==> config.mk <==
export PLATFORM = sky130hd
export DESIGN_NAME = mont_enc_flat
export DESIGN_NICKNAME = d
export VERILOG_FILES = /design/src/rtl/mont_enc_pkg.sv /design/src/rtl/mont_enc_if.sv /design/src/rtl/mont_enc_mod_dbl.sv /design/src/rtl/mont_enc.sv /design/src/flat_wrapper.sv
export SDC_FILE = /design/constraint.sdc
export NUM_CORES = 1
export LEC_CHECK = 0
export BUFFER_PORTS_ARGS = -buffer_cell sky130_fd_sc_hd__buf_2
export CAP_MARGIN = 20
export CORE_MARGIN = 2
export CORE_UTILIZATION = 55
export DETAILED_ROUTE_END_ITERATION = 6
export PLACE_DENSITY = 0.81
export RECOVER_POWER = 25
export REMOVE_ABC_BUFFERS = 1
export SYNTH_ARGS = -nofsm -noshare
export SYNTH_HDL_FRONTEND = slang
export SYNTH_HIERARCHICAL = 1
export SYNTH_SLANG_ARGS = --single-unit
export TNS_END_PERCENT = 20
==> constraint.sdc <==
create_clock -name clk -period 9 [get_ports clk]
set_input_delay 1.8 -clock clk [delete_from_list [all_inputs] [get_ports clk]]
set_output_delay 1.8 -clock clk [all_outputs]
set_load 0.02 [all_outputs]
==> src/rtl/mont_enc_pkg.sv <==
// Shared definitions for the Montgomery-domain encoder: default data width,
// a constant clog2 helper and the FSM state encoding.
package mont_enc_pkg;

  localparam int DATA_W_DEF = 32;

  typedef enum logic [1:0] {
    IDLE = 2'd0,
    RUN  = 2'd1,
    DONE = 2'd2
  } state_e;

  function automatic int clog2(input int unsigned n);
    int r;
    r = 0;
    for (int unsigned v = 1; v < n; v = v << 1) begin
      r = r + 1;
    end
    return r;
  endfunction

endpackage

==> src/rtl/mont_enc_if.sv <==
// Operand/result handshake bundle for mont_enc; master is the producer/consumer
// side, slave is the encoder.
interface mont_enc_if #(
  parameter int DATA_W = mont_enc_pkg::DATA_W_DEF
);
  logic              in_valid;
  logic              in_ready;
  logic [DATA_W-1:0] in_a;
  logic [DATA_W-1:0] in_q;
  logic              out_valid;
  logic              out_ready;
  logic [DATA_W-1:0] out_c;
  logic              out_err;

  modport master (
    output in_valid, in_a, in_q, out_ready,
    input  in_ready, out_valid, out_c, out_err
  );

  modport slave (
    input  in_valid, in_a, in_q, out_ready,
    output in_ready, out_valid, out_c, out_err
  );
endinterface

==> src/rtl/mont_enc_mod_dbl.sv <==
// Combinational modular doubling: y = (2x >= q) ? 2x - q : 2x.
module mod_dbl #(
  parameter int DATA_W = mont_enc_pkg::DATA_W_DEF
) (
  input  logic [DATA_W-1:0] x,
  input  logic [DATA_W-1:0] q,
  output logic [DATA_W-1:0] y
);
  logic [DATA_W:0] t;

  // Compare on the full DATA_W+1-bit product; the low-bit subtraction is exact
  // whenever x < q because the true difference then fits in DATA_W bits.
  always_comb begin
    t = {x, 1'b0};
    if (t >= {1'b0, q}) begin
      y = t[DATA_W-1:0] - q;
    end else begin
      y = t[DATA_W-1:0];
    end
  end
endmodule

==> src/rtl/mont_enc.sv <==
// Montgomery-domain encoder: computes a*2^SHIFT mod q by SHIFT modular
// doublings, one per clock, with valid/ready handshakes on both sides.
module mont_enc
  import mont_enc_pkg::*;
#(
  parameter int DATA_W = DATA_W_DEF,
  parameter int SHIFT  = 32
) (
  input logic       clk,
  input logic       reset,
  mont_enc_if.slave bus
);
  localparam int CNT_W = (clog2(SHIFT + 1) < 1) ? 1 : clog2(SHIFT + 1);

  state_e            state_q, state_d;
  logic [DATA_W-1:0] acc_q;
  logic [DATA_W-1:0] q_q;
  logic [DATA_W-1:0] dbl;
  logic [CNT_W-1:0]  cnt_q;
  logic              err_q;
  logic              accept;

  mod_dbl #(.DATA_W(DATA_W)) u_dbl (
    .x(acc_q),
    .q(q_q),
    .y(dbl)
  );

  always_comb begin
    state_d       = state_q;
    accept        = 1'b0;
    bus.in_ready  = 1'b0;
    bus.out_valid = 1'b0;
    bus.out_c     = '0;
    bus.out_err   = 1'b0;
    case (state_q)
      IDLE: begin
        bus.in_ready = 1'b1;
        if (bus.in_valid) begin
          accept  = 1'b1;
          state_d = (SHIFT > 0) ? RUN : DONE;
        end
      end
      RUN: begin
        if (cnt_q == CNT_W'(1)) begin
          state_d = DONE;
        end
      end
      DONE: begin
        bus.out_valid = 1'b1;
        bus.out_c     = acc_q;
        bus.out_err   = err_q;
        if (bus.out_ready) begin
          state_d = IDLE;
        end
      end
      default: state_d = IDLE;
    endcase
  end

  always_ff @(posedge clk) begin
    if (reset) begin
      state_q <= IDLE;
    end else begin
      state_q <= state_d;
    end
  end

  always_ff @(posedge clk) begin
    if (reset) begin
      acc_q <= '0;
      q_q   <= '0;
      cnt_q <= '0;
      err_q <= 1'b0;
    end else if (accept) begin
      acc_q <= bus.in_a;
      q_q   <= bus.in_q;
      cnt_q <= CNT_W'(SHIFT);
      err_q <= (bus.in_a >= bus.in_q);
    end else if (state_q == RUN) begin
      acc_q <= dbl;
      cnt_q <= cnt_q - CNT_W'(1);
    end
  end
endmodule

==> src/flat_wrapper.sv <==
// flat-port wrapper written by rule: the top's interface ports become plain ports
module mont_enc_flat import mont_enc_pkg::*;
#(
  parameter int DATA_W = DATA_W_DEF,
  parameter int SHIFT  = 32
)
  (clk, reset, bus_in_valid, bus_in_a, bus_in_q, bus_out_ready, bus_in_ready, bus_out_valid, bus_out_c, bus_out_err);
  mont_enc_if #(.DATA_W(DATA_W)) bus_i ();
  input logic clk;
  input logic reset;
  input wire logic [$bits(bus_i.in_valid)-1:0] bus_in_valid;
  input wire logic [$bits(bus_i.in_a)-1:0] bus_in_a;
  input wire logic [$bits(bus_i.in_q)-1:0] bus_in_q;
  input wire logic [$bits(bus_i.out_ready)-1:0] bus_out_ready;
  output wire logic [$bits(bus_i.in_ready)-1:0] bus_in_ready;
  output wire logic [$bits(bus_i.out_valid)-1:0] bus_out_valid;
  output wire logic [$bits(bus_i.out_c)-1:0] bus_out_c;
  output wire logic [$bits(bus_i.out_err)-1:0] bus_out_err;
  assign bus_i.in_valid = bus_in_valid;
  assign bus_i.in_a = bus_in_a;
  assign bus_i.in_q = bus_in_q;
  assign bus_i.out_ready = bus_out_ready;
  assign bus_in_ready = bus_i.in_ready;
  assign bus_out_valid = bus_i.out_valid;
  assign bus_out_c = bus_i.out_c;
  assign bus_out_err = bus_i.out_err;
  mont_enc #(.DATA_W(DATA_W), .SHIFT(SHIFT)) u_core (.clk(clk), .reset(reset), .bus(bus_i));
endmodule
==> results of run 1 <==
==> Yosys cell counts, types with 9 or more instances <==
library cell	number
buf_2	13
nor2_1	27
clkbuf_1	24
nand4_1	9
xnor2_1	15
a21oi_1	105
dfxtp_1	73
nand2_1	154
o21ai_0	41
inv_1	82
and2_1	37
ha_1	66
a21o_1	13
a22oi_1	32
xor2_1	13
nor3_1	11
==> sequential cells by signal, summed over array words and instances (netlist names) <==
signal,cells
u_core/acc_q,32
u_core/q_q,32
u_core/cnt_q,6
u_core/state_q,2
u_core/err_q,1
==> layout make-up <==
class / count / area share [%]
multi-input cells: 625 / 59.5
well taps: 136 / 2.55
repair buffers: 109 / 8.50
inverters: 82 / 4.62
flip-flops and latches: 73 / 21.9
clock buffers: 11 / 2.12
clock inverters: 5 / 0.826
==> logic make-up (layout without fill, tap and decap cells) <==
family,Yosys count,after routing,share of synthesized area [%]
AOI/OAI and AO/OA,253,253,26.4
xor gates and xnor gates,28,28,4.16
adders and majority gates,67,67,14.3
buffers and inverters,124,207,8.36
DFF,73,73,24.8
muxes,3,3,0.573
and+or+nand+nor,274,274,21.3
==> per-stage QoR <==
step           instances  area (um^2)
6_report            1041         6670
5_1_grt             1041         6670
4_1_cts             1040         6650
3_5_place_dp        1024         6460
3_3_place_gp        1024         6460
2_1_floorplan        780         5710
==> power groups by stage <==
stage	logic [mW]	registers (mW)	clock network, mW
after global routing	1.01	0.414	0.282
after floorplan	0.670	0.403	0
after detailed placement	0.864	0.414	0
after CTS	0.871	0.407	0.266
after global placement	0.857	0.413	0
final	0.894	0.407	0.262
==> worst paths after layout <==
path / slack (ns) / start / endpoint
setup reg to reg: 4.90 / u_core/q_q[1] / u_core/acc_q[13]
hold reg to reg: 0.46 / u_core/q_q[23] / u_core/q_q[23]
setup / recovery: 4.51 / reset / u_core/err_q
hold / removal: 0.46 / u_core/q_q[23] / u_core/q_q[23]
==> routing by layer <==
metal | vias to the layer above | GRT usage, %
met4 | 0 | 7.42
li1 | 2987 | -
met2 | 165 | 43.8
met1 | 2697 | 37.2
met3 | 17 | 3.57
met5 | - | 0
==> worst max-delay path, delay by kind of cell <==
family | cells | cell delay [ns]
buf+inv | 2 | 2.29
simple gates | 2 | 0.46
compound gates | 1 | 0.07
==> metrics.md, run 1 <==
| Metric | Value |
|---|---|
| Failing checks | `capacitance limit, slew limit` |
| Vias/cell | `5.63` |
| WL met1 | `7040 um` |
| CP max-delay cell | `clkbuf_1` |
| Share of post-route cells with drive strength above 1 | `15.1%` |
| Slowest stage delay, CP | `2.22 ns` |
| Gate Count Post-Synth | `822` |
| First-pass GRT wire length | `25,400 um` |
| Num ports | `103` |
| Die W | `108 um` |
| Total grt overflow | `0` |
| Most common cell after layout, fill and taps aside | `nand2_1` |
| Post-CTS Repair Setup Buffers | `0` |
| Filler Cell Count | `979` |
| Detailed Routing Iterations Pass 1 | `5` |
| Drt wl/cell | `14.4 um` |
| Pin count of the biggest net entering global routing | `74` |
| Hold path depth | `2` |
| Synth top area share | `24.8%` |
| Critical setup path kind | `in -> reg` |
| Initial drt markers | `434` |
| DRC Markers | `0` |
| Clock latency on the worst-skew pair | `0.35 ns` |
| Highest routed layer | `met4` |
| Clock sink count | `73` |
| WHS | `0.455 ns` |
| Clk pwr share | `16.8%` |
| Place WS | `4.68 ns` |
| Slew @ Worst Pin | `3.19 ns` |
| Die height | `108 um` |
| CTS Root Cell | `clkbuf_8` |
| Max FO, Critical Path | `73` |
| RSZ-0062 raised after global routing | `no` |
| Setup TNS | `0 ns` |
| Count of buffers from port buffering | `102` |
| Reg area | `1460 um^2` |
| Max clock buf depth | `2` |
| Die area | `11,600 um^2` |
| TritonCTS clock tree | `done` |
| ANT cells | `0` |
| Sequential element share of the synthesized area | `24.8%` |
| Ys Warns | `6` |
| Num CTS Buffers | `9` |
| Clock skew | `0.00916 ns` |
| Vias | `5,866` |
| Library cells used by synthesis | `55` |
| Achievable Freq | `0.223 GHz` |
| Seq pwr share | `26.1%` |
| LEAKAGE | `3.09 nW` |
| Fin worst setup slack | `4.51 ns` |
| Area growth syn-to-layout | `13.1%` |
| Met2 routed WL | `6860 um` |
| Net switching power | `0.688 mW` |
| Routed WL | `15,000 um` |
| Mapped cell area | `5900 um^2` |
| CTS H-tree depth | `3` |
| Ranking of synthesized cells by area | `dfxtp_1 (25%), ha_1 (14%), nand2_1 (9.8%)` |
| Status | `finished, violations left` |
| Crit path required time | `9.21 ns` |
| Reg2Reg Depth | `13` |
| Final Hold Viols | `0` |
| CP Launch Type | `input port` |
| Pwr/cell area | `234 nW/um^2` |
| Worst slew margin | `-113%` |
| Fin util | `64.3%` |
| Overall Global Routing Usage | `26.8%` |
| Flops & latches, synth | `73` |
| Antenna Nets Post-Route | `0` |
| DR WL met3 | `837 um` |
| Worst vdd ir | `0.159 mV` |
| Synth async-reset ratio | `0%` |
| Logic pwr share | `57.2%` |
| Leading area contributor after synthesis | `dfxtp_1` |
| Slew Limit Fails | `74` |
| Layout Nets | `1,035` |
| Clock slew at reported path FFs | `0.07 ns` |
| Dpl hpwl | `10,900 um` |
| Starting density of the core | `56.9%` |
| Core area | `10,400 um^2` |
| Routability cong. | `0.938` |
| Tcrit/Tclk final | `49.9%` |
| Int Pwr | `0.874 mW` |
| CTS resizes | `0` |
| Row count | `37` |
| Crit-path cells | `buf_2, clkbuf_1, nor2_1, nand3_1, o2bb2ai_1` |
| Net switching fraction of the power | `44.0%` |
| Max Cap Viol | `1` |
| Critical Path Sink Type | `flop` |
| Multi-input combinational cell area | `3960 um^2` |
| Hold Crit Class | `reg -> reg` |
| EDFF count, synth | `0` |
| Vias in the first global route | `5,550` |
| Post-Syn Area per Cell | `7.17 um^2` |
| Critical path arrival | `4.70 ns` |
| Main synth FF type | `dfxtp_1` |
| Initial antenna violation count | `0` |
| Hold_buf cts | `0` |
| Total power | `1.56 mW` |
| Crit path time final | `4.49 ns` |
| Setup violations, final | `0` |
| Most frequent cells in the layout | `nand2_1 (154), a21oi_1 (105), buf_2 (102)` |
Power figures use the tool's default switching activity.
==> run 2: changes to the inputs <==
==> constraint.sdc (replaced) <==
create_clock -name clk -period 4.4 [get_ports clk]
set_input_delay 0.88 -clock clk [delete_from_list [all_inputs] [get_ports clk]]
set_output_delay 0.88 -clock clk [all_outputs]
set_load 0.02 [all_outputs]
==> run 2 against run 1 <==
  * The run still ends with capacitance limit, slew limit left
  * Die area did not move
  * Via count is 0.72% higher
  * Clock power up 110%
  * Register-to-register slack got worse by 4.1 ns
  * First-iteration DRC count shrank 24%
  * Worst hold slack better by 0.0021 ns
  * Wire length rose by 0.90%
  * Non-clock buffer count rose by 2
  * Critical path depth up 8
  * Clock skew rose by 0.0014 ns
==> metrics.md, run 2 (same netlist as run 1, synthesis figures left out) <==
| Metric | Value |
|---|---|
| Slowest stage delay, CP | `0.37 ns` |
| Reg2Reg Depth | `13` |
| Routability cong. | `0.938` |
| Vias/cell | `5.67` |
| Worst Setup SP | `u_core/q_q[1]` |
| WHS | `0.457 ns` |
| Row count | `37` |
| First-pass GRT wire length | `25,700 um` |
| Place WS | `0.891 ns` |
| Routed WL | `15,100 um` |
| Clock sink count | `73` |
| Initial antenna violation count | `0` |
| Num CTS Buffers | `9` |
| Slew Limit Fails | `76` |
| Drt wl/cell | `14.5 um` |
| Int Pwr | `1.79 mW` |
| Reg2reg setup slack | `0.77 ns` |
| Overall Global Routing Usage | `27.1%` |
| Clock latency on the worst-skew pair | `0.36 ns` |
| Starting density of the core | `56.9%` |
| GR met1 Demand/Resource | `36.5%` |
| Most common cell after layout, fill and taps aside | `nand2_1` |
| Clk pwr share | `17.4%` |
| Cells after DPL | `1,027` |
| Max Cap Viol | `2` |
| ANT cells | `0` |
| Seq pwr share | `25.9%` |
| Core area | `10,400 um^2` |
| Failing checks | `capacitance limit, slew limit` |
| Area growth syn-to-layout | `13.1%` |
| Slew @ Worst Pin | `1.77 ns` |
| Vias | `5,908` |
| CTS resizes | `0` |
| Max clock buf depth | `2` |
| Antenna Nets Post-Route | `0` |
| Pin count of the biggest net entering global routing | `41` |
| Crit path time final | `3.63 ns` |
| Critical Path Sink Type | `flop` |
| Detailed Routing Iterations Pass 1 | `6` |
| Hold Crit Class | `reg -> reg` |
| Setup TNS | `0 ns` |
| Worst vdd ir | `0.278 mV` |
| GRT met3 Usage | `4.48%` |
| RR Endpoint | `u_core/acc_q[3]` |
| Crit path required time | `4.57 ns` |
| Vias in the first global route | `5,574` |
| Layout Nets | `1,037` |
| Die W | `108 um` |
| CP max-delay cell | `dfxtp_1` |
| Critical path arrival | `3.80 ns` |
| Max FO, Critical Path | `31` |
| GRT busiest layer | `met2` |
| Worst reg2reg path startpoint | `u_core/q_q[1]` |
| RSZ-0062 raised after global routing | `no` |
| Worst Setup EP | `u_core/acc_q[3]` |
| Net switching fraction of the power | `44.2%` |
| CP Launch Type | `flop` |
| Pwr/cell area | `482 nW/um^2` |
| Critical setup path kind | `reg -> reg` |
| Filler Cell Count | `1,000` |
| Count of buffers from port buffering | `102` |
| Total grt overflow | `0` |
| Most frequent cells in the layout | `nand2_1 (154), a21oi_1 (106), buf_2 (99)` |
| Die area | `11,600 um^2` |
| Setup violations, final | `0` |
| Num ports | `103` |
| LEAKAGE | `3.09 nW` |
| Total power | `3.22 mW` |
| Achievable Freq | `0.275 GHz` |
| Met2 GRT Util | `45.3%` |
| Clock skew | `0.0106 ns` |
| Hold path depth | `2` |
| Tcrit/Tclk final | `82.5%` |
| Clock slew at reported path FFs | `0.08 ns` |
| Initial drt markers | `328` |
| Final Hold Viols | `0` |
| Post-CTS Repair Setup Buffers | `0` |
| Worst slew margin | `-17.7%` |
| Crit-path cells | `inv_1, ha_1, nor2b_1, o31a_1, o31a_1, a31o_2, a221oi_2, o21ai_1, a311oi_4, buf_4, mux2_1, a22oi_1, a21oi_1` |
| Status | `finished, violations left` |
| Hold_buf cts | `0` |
| Share of post-route cells with drive strength above 1 | `14.8%` |
| Crit path top cell by count | `o31a_1` |
| TritonCTS clock tree | `done` |
| Logic pwr share | `56.6%` |
| DRC Markers | `0` |
| CTS Root Cell | `clkbuf_8` |
| Net switching power | `1.42 mW` |
| Dpl hpwl | `11,300 um` |
| Top flop regs | `u_core/acc_q: 32 flops, u_core/q_q: 32 flops, u_core/cnt_q: 6 flops` |
| Die height | `108 um` |
| Fin worst setup slack | `0.769 ns` |
| CTS H-tree depth | `3` |
| Finished Layout Cells | `1,042` |
[run 2: cell types whose count changed in the layout (fill, tap and decap cells not counted), sizes merged]
cell and change:
clkinv -1, buf -1, inv +1, clkbuf +3
clkinvlp -1
[run 2: cell type report]
cell class,instances,area (um^2),area share [%]
flip-flops and latches,73,1460,21.9
inverters,82,308,4.62
well taps,136,170,2.55
clock inverters,4,51.3,0.769
repair buffers,111,571,8.56
clock buffers,11,151,2.27
multi-input cells,625,3960,59.3
[run 2: power by group through the flow]
stage / clock [mW] / sequential (mW) / combinational [mW]
floorplan: 0 / 0.824 / 1.37
global placement: 0 / 0.845 / 1.77
detailed placement: 0 / 0.848 / 1.78
CTS: 0.568 / 0.833 / 1.80
global route: 0.594 / 0.850 / 2.04
finish: 0.561 / 0.834 / 1.82
[run 2: how the worst min path moves through the flow]
stage              startpoint        endpoint  slack [ns]
2_1_floorplan  u_core/q_q[10]  u_core/q_q[10]        0.43
3_3_place_gp   u_core/q_q[29]  u_core/q_q[29]        0.44
3_5_place_dp   u_core/q_q[27]  u_core/q_q[27]        0.45
4_1_cts        u_core/q_q[27]  u_core/q_q[27]        0.46
5_1_grt        u_core/q_q[16]  u_core/q_q[16]        0.47
6_report       u_core/q_q[23]  u_core/q_q[23]        0.46
[run 2: worst max-delay path, delay by kind of cell, from the launching register on]
| kind | cells | cell delay [ns] |
|---|---|---|
| AO/OA/AOI/OAI | 8 | 1.86 |
| buffers and inverters | 2 | 0.40 |
| multiplexers | 1 | 0.36 |
| adder cells (fa/ha/maj) | 1 | 0.28 |
| AND/OR/NAND/NOR | 1 | 0.15 |
| flip-flops | 1 | 0.37 |
[run 2: through the flow]
stage | util, % | cell area [um^2]
floorplan | - | 5710
global placement | 62.5 | 6480
detailed placement | 62.5 | 6480
CTS | 64.4 | 6680
global route | 64.3 | 6670
finish | 64.3 | 6670
[run 2: metal layers]
layer  vias up  share of wire, %  wire (um)
li1       2998                 -          -
met1      2707                47       7140
met2       181                46       6950
met3        22               5.1        777
met4         0               1.5        230
met5         -                 0          0
